File: src/rtl/mips_ctrl_pkg.sv
// Shared encodings for the multicycle MIPS control path: opcodes, ALU op
// classes consumed by ALU control, and the main FSM state numbering.
package mips_ctrl_pkg;

  localparam logic [5:0] OP_RTYPE = 6'b000000;
  localparam logic [5:0] OP_LW    = 6'b100011;
  localparam logic [5:0] OP_SW    = 6'b101011;
  localparam logic [5:0] OP_BEQ   = 6'b000100;
  localparam logic [5:0] OP_ADDI  = 6'b001000;
  localparam logic [5:0] OP_J     = 6'b000010;

  localparam logic [1:0] ALUOP_ADD   = 2'b00;
  localparam logic [1:0] ALUOP_SUB   = 2'b01;
  localparam logic [1:0] ALUOP_FUNCT = 2'b10;

  localparam logic [3:0] S_RESET    = 4'd0;
  localparam logic [3:0] S_FETCH    = 4'd1;
  localparam logic [3:0] S_DECODE   = 4'd2;
  localparam logic [3:0] S_MEMADR   = 4'd3;
  localparam logic [3:0] S_MEMRD    = 4'd4;
  localparam logic [3:0] S_MEMWB    = 4'd5;
  localparam logic [3:0] S_MEMWR    = 4'd6;
  localparam logic [3:0] S_RTYPE_EX = 4'd7;
  localparam logic [3:0] S_RTYPE_WB = 4'd8;
  localparam logic [3:0] S_BEQ_EX   = 4'd9;
  localparam logic [3:0] S_ADDI_EX  = 4'd10;
  localparam logic [3:0] S_ADDI_WB  = 4'd11;
  localparam logic [3:0] S_JUMP     = 4'd12;
  localparam logic [3:0] S_TRAP     = 4'd13;

endpackage

File: src/rtl/multicycle_control.sv
// Main control FSM for the multicycle MIPS datapath: sequences each
// instruction and drives every datapath enable, mux select and aluop.
module multicycle_control
  import mips_ctrl_pkg::*;
(
  input  logic       clk,
  input  logic       rst_n,
  input  logic [5:0] op,
  input  logic       mem_ready,
  output logic [1:0] aluop,
  output logic       alusrca,
  output logic [1:0] alusrcb,
  output logic [1:0] pcsrc,
  output logic       pcwrite,
  output logic       branch,
  output logic       iord,
  output logic       memread,
  output logic       memwrite,
  output logic       irwrite,
  output logic       regdst,
  output logic       memtoreg,
  output logic       regwrite,
  output logic       illegal_op,
  output logic [3:0] state
);

  logic [3:0] state_next;
  // Set on the first edge after reset release so RESET lasts one full cycle.
  logic       started;

  always_ff @(posedge clk or negedge rst_n) begin
    if (!rst_n) begin
      state   <= S_RESET;
      started <= 1'b0;
    end else begin
      state   <= state_next;
      started <= 1'b1;
    end
  end

  always_comb begin
    state_next = state;
    case (state)
      S_RESET:    state_next = started ? S_FETCH : S_RESET;
      S_FETCH:    if (mem_ready) state_next = S_DECODE;
      S_DECODE: begin
        case (op)
          OP_LW, OP_SW: state_next = S_MEMADR;
          OP_RTYPE:     state_next = S_RTYPE_EX;
          OP_BEQ:       state_next = S_BEQ_EX;
          OP_ADDI:      state_next = S_ADDI_EX;
          OP_J:         state_next = S_JUMP;
          default:      state_next = S_TRAP;
        endcase
      end
      S_MEMADR: begin
        if (op == OP_LW)      state_next = S_MEMRD;
        else if (op == OP_SW) state_next = S_MEMWR;
        else                  state_next = S_TRAP;
      end
      S_MEMRD:    if (mem_ready) state_next = S_MEMWB;
      S_MEMWB:    state_next = S_FETCH;
      S_MEMWR:    if (mem_ready) state_next = S_FETCH;
      S_RTYPE_EX: state_next = S_RTYPE_WB;
      S_RTYPE_WB: state_next = S_FETCH;
      S_BEQ_EX:   state_next = S_FETCH;
      S_ADDI_EX:  state_next = S_ADDI_WB;
      S_ADDI_WB:  state_next = S_FETCH;
      S_JUMP:     state_next = S_FETCH;
      S_TRAP:     state_next = S_TRAP;
      default:    state_next = S_TRAP;
    endcase
  end

  always_comb begin
    aluop      = ALUOP_ADD;
    alusrca    = 1'b0;
    alusrcb    = 2'b00;
    pcsrc      = 2'b00;
    pcwrite    = 1'b0;
    branch     = 1'b0;
    iord       = 1'b0;
    memread    = 1'b0;
    memwrite   = 1'b0;
    irwrite    = 1'b0;
    regdst     = 1'b0;
    memtoreg   = 1'b0;
    regwrite   = 1'b0;
    illegal_op = 1'b0;
    case (state)
      S_FETCH: begin
        memread = 1'b1;
        alusrcb = 2'b01;
        irwrite = mem_ready;
        pcwrite = mem_ready;
      end
      S_DECODE: alusrcb = 2'b11;
      S_MEMADR: begin
        alusrca = 1'b1;
        alusrcb = 2'b10;
      end
      S_MEMRD: begin
        iord    = 1'b1;
        memread = 1'b1;
      end
      S_MEMWB: begin
        memtoreg = 1'b1;
        regwrite = 1'b1;
      end
      S_MEMWR: begin
        iord     = 1'b1;
        memwrite = 1'b1;
      end
      S_RTYPE_EX: begin
        alusrca = 1'b1;
        aluop   = ALUOP_FUNCT;
      end
      S_RTYPE_WB: begin
        regdst   = 1'b1;
        regwrite = 1'b1;
      end
      S_BEQ_EX: begin
        alusrca = 1'b1;
        aluop   = ALUOP_SUB;
        pcsrc   = 2'b01;
        branch  = 1'b1;
      end
      S_ADDI_EX: begin
        alusrca = 1'b1;
        alusrcb = 2'b10;
      end
      S_ADDI_WB: regwrite = 1'b1;
      S_JUMP: begin
        pcsrc   = 2'b10;
        pcwrite = 1'b1;
      end
      S_TRAP:  illegal_op = 1'b1;
      default: ;
    endcase
  end

endmodule

File: config.mk
export PLATFORM = sky130hd
export DESIGN_NAME = multicycle_control
export DESIGN_NICKNAME = d
export VERILOG_FILES = /design/src/rtl/mips_ctrl_pkg.sv /design/src/rtl/multicycle_control.sv
export SDC_FILE = /design/constraint.sdc
export NUM_CORES = 1
export LEC_CHECK = 0
export ABC_CLOCK_PERIOD_IN_PS = 4200
export CAP_MARGIN = 20
export CORE_MARGIN = 1
export CORE_UTILIZATION = 35
export DETAILED_ROUTE_END_ITERATION = 8
export PLACE_DENSITY = 0.71
export REMOVE_ABC_BUFFERS = 1
export SLEW_MARGIN = 20
export SYNTH_ARGS = -nofsm -noshare
export SYNTH_HDL_FRONTEND = slang
export SYNTH_SLANG_ARGS = --single-unit
File: constraint.sdc
create_clock -name clk -period 4.2 [get_ports clk]
set_clock_uncertainty 0.2 [all_clocks]
set_input_delay 0.84 -clock clk [delete_from_list [all_inputs] [get_ports clk]]
set_output_delay 0.84 -clock clk [all_outputs]
set_load 0.03 [all_outputs]
; ---- Word level (Yosys, flattened, before mapping)
; Index checks and enable logic that the tools add are counted.
[totals]
in_bits = 9
word_cells = 55
register_bits = 5
[classes]
n_reduce_logical = 10
mux = 22
n_eq_ne = 21
[op_table]
columns = op, n
row1 = $pmux 4 s9, 1
row2 = $eq 4x4->1 const B, 6
row3 = $mux 4, 5
row4 = $pmux 4 s5, 1
row5 = $eq 4x3->1 const B, 4
row6 = $eq 6x6->1 const B, 2
row7 = $mux 1, 11
row8 = $eq 4x2->1 const B, 2
row9 = $pmux 2 s2, 2
row10 = $reduce_or 2->1, 4
row11 = $eq 6x2->1 const B, 1
row12 = $eq 6x3->1 const B, 1
row13 = $eq 6x4->1 const B, 1
row14 = $logic_not 6->1, 1
row15 = $ne 2x2->1 const B, 3
row16 = $pmux 2 s3, 1
row17 = $reduce_or 5->1, 1
row18 = $eq 4x1->1 const B, 1
row19 = $logic_not 4->1, 1
row20 = $reduce_or 4->1, 1
row21 = $reduce_and 3->1, 1
row22 = $reduce_or 3->1, 1
row23 = $pmux 1 s2, 1

; ---- Depth between registers and ports, before layout
; Gate-level depths: netlist of the first run.
[depth]
ltp_word = 4
mapped_depth = 6
ltp_nobuf = 4

; ---- Least setup slack after synthesis of the first run
; OpenSTA, ideal clock, no wires.
[synth_path]
path_type = flip-flop to output port
from = reg state[3]
to = out pcwrite
path_buffers = 1
t_arrival_ns = 1.926
t_required_ns = 3.160
slack_ns = 1.234
path_stages_with_launch = 5
path_cell_list = dfrtp_1 buf_2 nand2_1 nor3_1 or2_1
[synth_via]
elab_chain_len = 2
word_cells_on_any_way = 3
classes_between = 2 x eq/ne / 1 x mux
[synth_rtl]
columns = element, line
row1 = "start, declared", multicycle_control.sv:24  ; output logic [3:0] state
row2 = "start signal, assigned", multicycle_control.sv:36  ; state <= state_next;
row3 = $eq 4x4->1 or $eq 4x1->1 (tied branches), multicycle_control.sv:90  ; case (state)
row4 = $pmux 1 s2 *, multicycle_control.sv:90
row5 = "end, declared", multicycle_control.sv:14  ; output logic pcwrite,
; Every way passes the cells marked *; elsewhere a longest branch is shown, timed or not.

; ---- Final worst setup path of the first run
[layout_path]
from = in mem_ready
to = out pcwrite
[layout_via]
elab_chain_len = 1
[layout_rtl]
columns = element, line
row1 = "start, declared", multicycle_control.sv:9  ; input logic mem_ready,
row2 = $pmux 1 s2, multicycle_control.sv:90
; No other way between the ends.

==> results of run 1 <==
[worst min-delay path, stage by stage, from the launching register on]
cell     delay (ns)
dfrtp_1        0.36
nor2_1         0.08
nor2_1         0.05
o21ai_0        0.08
o21ai_1        0.09
[path summary, 6_finish.rpt]
| path | startpoint | endpoint | slack (ns) | depth (start not counted) |
|---|---|---|---|---|
| max in group asynchronous | rst_n | started$_DFF_PN0_ | 3.00 | 1 |
| hold reg to reg | started$_DFF_PN0_ | state[0]$_DFFE_PN0P_ | 0.51 | 4 |
| setup / recovery | mem_ready | pcwrite | 0.65 | 5 |
| setup reg to reg | state[1]$_DFFE_PN0P_ | state[0]$_DFFE_PN0P_ | 2.36 | 4 |
| min in group asynchronous | rst_n | state[0]$_DFFE_PN0P_ | 0.61 | 1 |
| hold / removal | started$_DFF_PN0_ | state[0]$_DFFE_PN0P_ | 0.51 | 4 |
[kinds of logic (layout without fill, tap and decap cells)]
group | Yosys count | count (layout) | share of synthesized area (%)
AO/OA/AOI/OAI | 19 | 19 | 23.0
buffers and inverters | 11 | 35 | 10.7
other | 1 | 1 | 0.669
XOR/XNOR | 3 | 3 | 4.69
AND/OR/NAND/NOR | 41 | 41 | 38.6
flip-flops | 5 | 5 | 22.3
[flip-flops by register name, summed over array words and instances, names as in the netlist]
register	count
started	1
state	4
[synth_stat cells (all sizes together), types with 2 or more instances]
| library cell | count |
|---|---|
| o21ai | 5 |
| o22ai | 3 |
| o221ai | 2 |
| buf | 9 |
| a21oi | 4 |
| nand2b | 4 |
| inv | 2 |
| nand3 | 5 |
| dfrtp | 5 |
| nor3b | 2 |
| nor3 | 6 |
| nor2 | 10 |
| xnor2 | 2 |
| nand2 | 6 |
[per-stage QoR]
stage | hold slack, ns | power [W] | cell area (um2)
after floorplan | 0.344 | 0.000422 | 508
after global placement | 0.505 | 0.000609 | 818
after detailed placement | 0.517 | 0.000615 | 818
after CTS | 0.524 | 0.000672 | 845
after global routing | 0.566 | 0.000717 | 845
final | 0.512 | 0.000667 | 845
[where the power goes]
| group | total [W] | internal (W) | switching [W] | leakage [nW] |
|---|---|---|---|---|
| clock network | 0.0000553 | 0.0000359 | 0.0000194 | 0.0150 |
| registers | 0.000141 | 0.0000643 | 0.0000770 | 0.0622 |
| logic | 0.000470 | 0.000204 | 0.000266 | 0.226 |
| total | 0.000667 | 0.000304 | 0.000363 | 0.303 |
[layer usage]
metal  global-route usage, %  wire length, um  share of wire [%]
met1                    20.3              612                 44
met2                    28.7              651                 47
met3                    4.31              115                8.3
met4                    5.63                9               0.65
met5                       0                0                  0
[cell type report]
type | instances | area (um2)
Clock buffer | 4 | 26.3
Tap cell | 16 | 20.0
Inverter | 2 | 7.51
Sequential cell | 5 | 125
Timing Repair Buffer | 29 | 290
Multi-Input combinational cell | 64 | 375
Fill cell | 167 | 662
==> run_results.csv, run 1 <==
group,metric,value,unit
synthesis,synth_edf_count,0,
route,first_pass_iters,4,
placed_design,place_ws,0.635,ns
cells_and_area,layout_common_cells,"clkdlybuf4s50_1, nor2_1, nor3_1, nand2_1",
sta,post-route-min-period,3.55,ns
cells_and_area,final_util,56.1,%
synthesis,ys_ff_latch,5,
synthesis,synthCells,80,
floorplanning,rows,14,
global_routing,antenna_found_initial,0,
critical_path,critPathLaunchType,"input port",
critical_path,worstSetupPathType,"in2out",
placed_design,place_congestion,0.761,
sta,report.final.setup_viol,0,
clock_network,cts_tree,"yes",
synthesis,ys_seq_area_share,22.3,%
clock_network,cts_resized,0,
critical_path,slowest_stage,"clkdlybuf4s50_1",
global_routing,grt_pass1_wl,2290,um
floorplanning,io_pins,30,
synthesis,synth.distinct_cells,33,
sta,grt_setup_unrepaired,"false",
floorplanning,die_height,42.0,um
power_and_ir_drop,peakVddDrop,0.000530,V
sta,maxSlewHeadroom,60.9,%
power_and_ir_drop,power_density,790,mW/mm2
critical_path,crit_fanout,5,
floorplanning,die_w,42.0,um
global_routing,grt_max_degree,21,
cells_and_area,layout.cells.non_filler,120,
critical_path,crit_top_cell,"clkdlybuf4s50_1",
critical_path,worst-path-buf-inv,3,
power_and_ir_drop,p_leak,0.303,nW
clock_network,numCtsBuffers,3,
route,routedWlPerCell,11.6,um
critical_path,cp.required,3.16,ns
flow_run,cap_violations,0,
clock_network,cts_hold_buf,0,
critical_path,worst_path_largest_cell_delay,0.65,ns
clock_network,cts.sinks,5,
route,via_count,641,
critical_path,cp_cell_sequence,"clkdlybuf4s50_1 -> inv_1 -> nor4_2 -> or2_1 -> clkdlybuf4s50_1",
synthesis,synth_top_flop_cell,"dfrtp_1",
critical_path,worstPathArrival,2.51,ns
clock_network,clock_latency,0.24,ns
synthesis,async_flop_share,100,%
clock_network,clock_path_buffers,2,
synthesis,yosys.area.top_type,"dfrtp_1",
cells_and_area,diodes,0,
sta,worst_pin_slew,0.587,ns
placed_design,dp_cells,116,
clock_network,cts.clk_slew.worst_paths,0.04,ns
cells_and_area,fin_nets,114,
clock_network,htreeDepth,1,
floorplanning,core-area,0.00151,mm2
sta,post-route-period-util,84.6,%
sta,final_hold_viol_count,0,
clock_network,cts_setup_buffers,0,
critical_path,end_kind,"output pin",
synthesis,ys_warn_count,0,
sta,tns,0,ns
cells_and_area,drive_gt1_share,6.73,%
synthesis,synth_area_leaders,"dfrtp_1, nor2_1, buf_2",
floorplanning,die_area,0.00177,mm2
synthesis,synth_area,561,um2
route,ant_nets,0,
global_routing,first_global_vias,518,
sta,slew_violations,0,
synthesis,synth_area_per_cell,7.01,um2
route,drcViolationCount,0,
sta,setup_ws,0.647,ns
global_routing,overflow,0,
floorplanning,start_util,37.2,%
placed_design,hpwl,1070,um
placed_design,io_buffer_count,29,
sta,max_freq,0.281,GHz
critical_path,cp_top_family,"buffers and inverters",
clock_network,cts.root.buffer_cell,"clkbuf_4",
route,vias_per_cell,5.34,
worst_hold_path,hold_path_class,"reg2reg",
global_routing,grt_usage,16.7,%
synthesis,yosys.area.top_type_share,22.3,%
route,wl,1390,um
cells_and_area,mostFrequentLayoutCell,"clkdlybuf4s50_1",
cells_and_area,area_growth,50.7,%
route,drt-initial-drc-count,5,
outcome,status,"finished clean",
Power figures use the tool's default switching activity.
==> inputs of run 2 (changes only) <==
- ABC_CLOCK_PERIOD_IN_PS: 4200 -> 3700
- clock period: 4.2 -> 3.7 ns (I/O delays scaled with it)
==> run 2 against run 1 <==
Net effect:
- critical endpoint unchanged
- cell area grew 0.89%
- total power up 15%
- critical path type unchanged
- combinational power rose by 19%
- routed wire length about the same
==> run_results.csv, run 2 (synthesis gave the netlist of run 1 again) <==
group,metric,value,unit
clock_network,clock_latency,0.25,ns
worst_hold_path,hold_path_class,"reg2reg",
power_and_ir_drop,internal_power,0.000353,W
sta,whs,0.488,ns
global_routing,overflow,0,
clock_network,cts.root.buffer_cell,"clkbuf_4",
power_and_ir_drop,power_density,898,mW/mm2
route,via_count,665,
clock_network,cts.sinks,5,
floorplanning,die_height,42.0,um
floorplanning,die_w,42.0,um
clock_network,cts.clk_slew.worst_paths,0.04,ns
clock_network,cts_resized,0,
global_routing,grt_pass1_wl,2280,um
placed_design,hpwl,1050,um
cells_and_area,top_register,"state",
power_and_ir_drop,pwr-share-comb,73.2,%
sta,grt_setup_unrepaired,"false",
sta,tns,0,ns
critical_path,worst_path_largest_cell_delay,0.65,ns
cells_and_area,fin_nets,115,
sta,worst_pin_slew,0.543,ns
power_and_ir_drop,p_sw_share,53.9,%
power_and_ir_drop,p_clk_share,8.6,%
critical_path,r2r_cells,4,
power_and_ir_drop,peakVddDrop,0.000385,V
sta,post-route-period-util,90.0,%
critical_path,crit_fanout,5,
cells_and_area,mostFrequentLayoutCell,"clkdlybuf4s50_1",
cells_and_area,nFillCells,152,
global_routing,grt_usage,16.7,%
flow_run,cap_violations,0,
critical_path,cp_top_family,"buffers and inverters",
floorplanning,core-area,0.00151,mm2
floorplanning,start_util,37.2,%
floorplanning,die_area,0.00177,mm2
route,first_pass_iters,4,
critical_path,regToRegSetupSlack,1.88,ns
sta,post-route-min-period,3.33,ns
critical_path,cp.required,2.76,ns
outcome,status,"finished clean",
power_and_ir_drop,p_leak,0.308,nW
critical_path,crit_top_cell,"clkdlybuf4s50_1",
sta,max_freq,0.300,GHz
clock_network,htreeDepth,1,
route,drt-initial-drc-count,12,
critical_path,worstPathArrival,2.39,ns
route,routedWlPerCell,11.5,um
critical_path,worst-path-buf-inv,3,
floorplanning,rows,14,
global_routing,first_global_vias,548,
sta,maxSlewHeadroom,63.8,%
route,ant_nets,0,
power_and_ir_drop,power.switching,0.000413,W
global_routing,antenna_found_initial,0,
critical_path,critPathLaunchType,"input port",
clock_network,cts_tree,"yes",
route,drcViolationCount,0,
worst_hold_path,whs_path_depth,4,
placed_design,io_buffer_count,29,
cells_and_area,top_regs,"state (4), started (1)",
clock_network,clock_path_buffers,2,
sta,slew_violations,0,
power_and_ir_drop,pwr-share-seq,18.3,%
critical_path,end_kind,"output pin",
cells_and_area,drive_gt1_share,7.62,%
clock_network,cts_hold_buf,0,
cells_and_area,diodes,0,
clock_network,numCtsBuffers,3,
sta,final_hold_viol_count,0,
placed_design,place_congestion,0.745,
clock_network,cts_setup_buffers,0,
sta,report.final.setup_viol,0,
critical_path,slowest_stage,"clkdlybuf4s50_1",
route,vias_per_cell,5.50,
cells_and_area,area_growth,52.0,%
critical_path,cp_cell_sequence,"clkdlybuf4s50_1 -> inv_1 -> nor4_2 -> or2_1 -> clkdlybuf4s50_1",
critical_path,worstSetupPathType,"in2out",
critical_path,cp.depth,5,
cells_and_area,layout_common_cells,"clkdlybuf4s50_1, nor2_1, nor3_1, nand2_1",
floorplanning,io_pins,30,
route,wl,1390,um
cells_and_area,largest_reg_flops,4,
global_routing,grt_max_degree,19,
-- run 2: changes by cell type in the layout (fill, tap and decap cells not counted) --
cell	previous run	this run
buf_4	0	1
-- run 2: stage by stage --
step	area [um2]	total power (W)	utilization (%)	setup WS, ns	std cells
floorplan	508	0.000479	-	0.493	71
global placement	826	0.000700	54.8	0.388	117
detailed placement	826	0.000704	54.8	0.368	117
CTS	852	0.000769	56.6	0.359	121
global route	852	0.000817	56.6	0.257	121
finish	852	0.000765	56.6	0.369	121
-- run 2: worst min-delay path: cells and delay by family (launching register included) --
family / cells / cell delay, ns
AND/OR/NAND/NOR: 2 / 0.14
flip-flops: 1 / 0.35
AO/OA/AOI/OAI: 2 / 0.15
-- run 2: power by group through the flow --
| stage | sequential, W | combinational (W) | clock (W) |
|---|---|---|---|
| 3_3_place_gp | 0.000141 | 0.000559 | 0 |
| 3_5_place_dp | 0.000140 | 0.000564 | 0 |
| 4_1_cts | 0.000139 | 0.000563 | 0.0000665 |
| 5_1_grt | 0.000147 | 0.000598 | 0.0000712 |
| 2_1_floorplan | 0.000176 | 0.000303 | 0 |
| 6_report | 0.000140 | 0.000560 | 0.0000655 |
-- run 2: final timing paths --
kind	from	to
hold / removal	started$_DFF_PN0_	state[0]$_DFFE_PN0P_
setup reg to reg	state[1]$_DFFE_PN0P_	state[0]$_DFFE_PN0P_
setup / recovery	mem_ready	pcwrite
max in group asynchronous	rst_n	started$_DFF_PN0_
hold reg to reg	started$_DFF_PN0_	state[0]$_DFFE_PN0P_
min in group asynchronous	rst_n	state[3]$_DFFE_PN0P_
-- run 2: cell type report --
class | instances | area, um2 | area share [%]
multi-input cells | 64 | 375 | 44.1
flip-flops and latches | 5 | 125 | 14.7
repair buffers | 30 | 298 | 34.9
well taps | 16 | 20.0 | 2.35
clock buffers | 4 | 26.3 | 3.08
inverters | 2 | 7.51 | 0.881
-- run 2: routing by layer --
layer  share of wire, %  routed length, um  track usage [%]
met5                  0                  0                0
met4                2.7                 38             13.1
met3                7.5                104            0.862
met2                 46                645             28.1
met1                 43                599             19.7
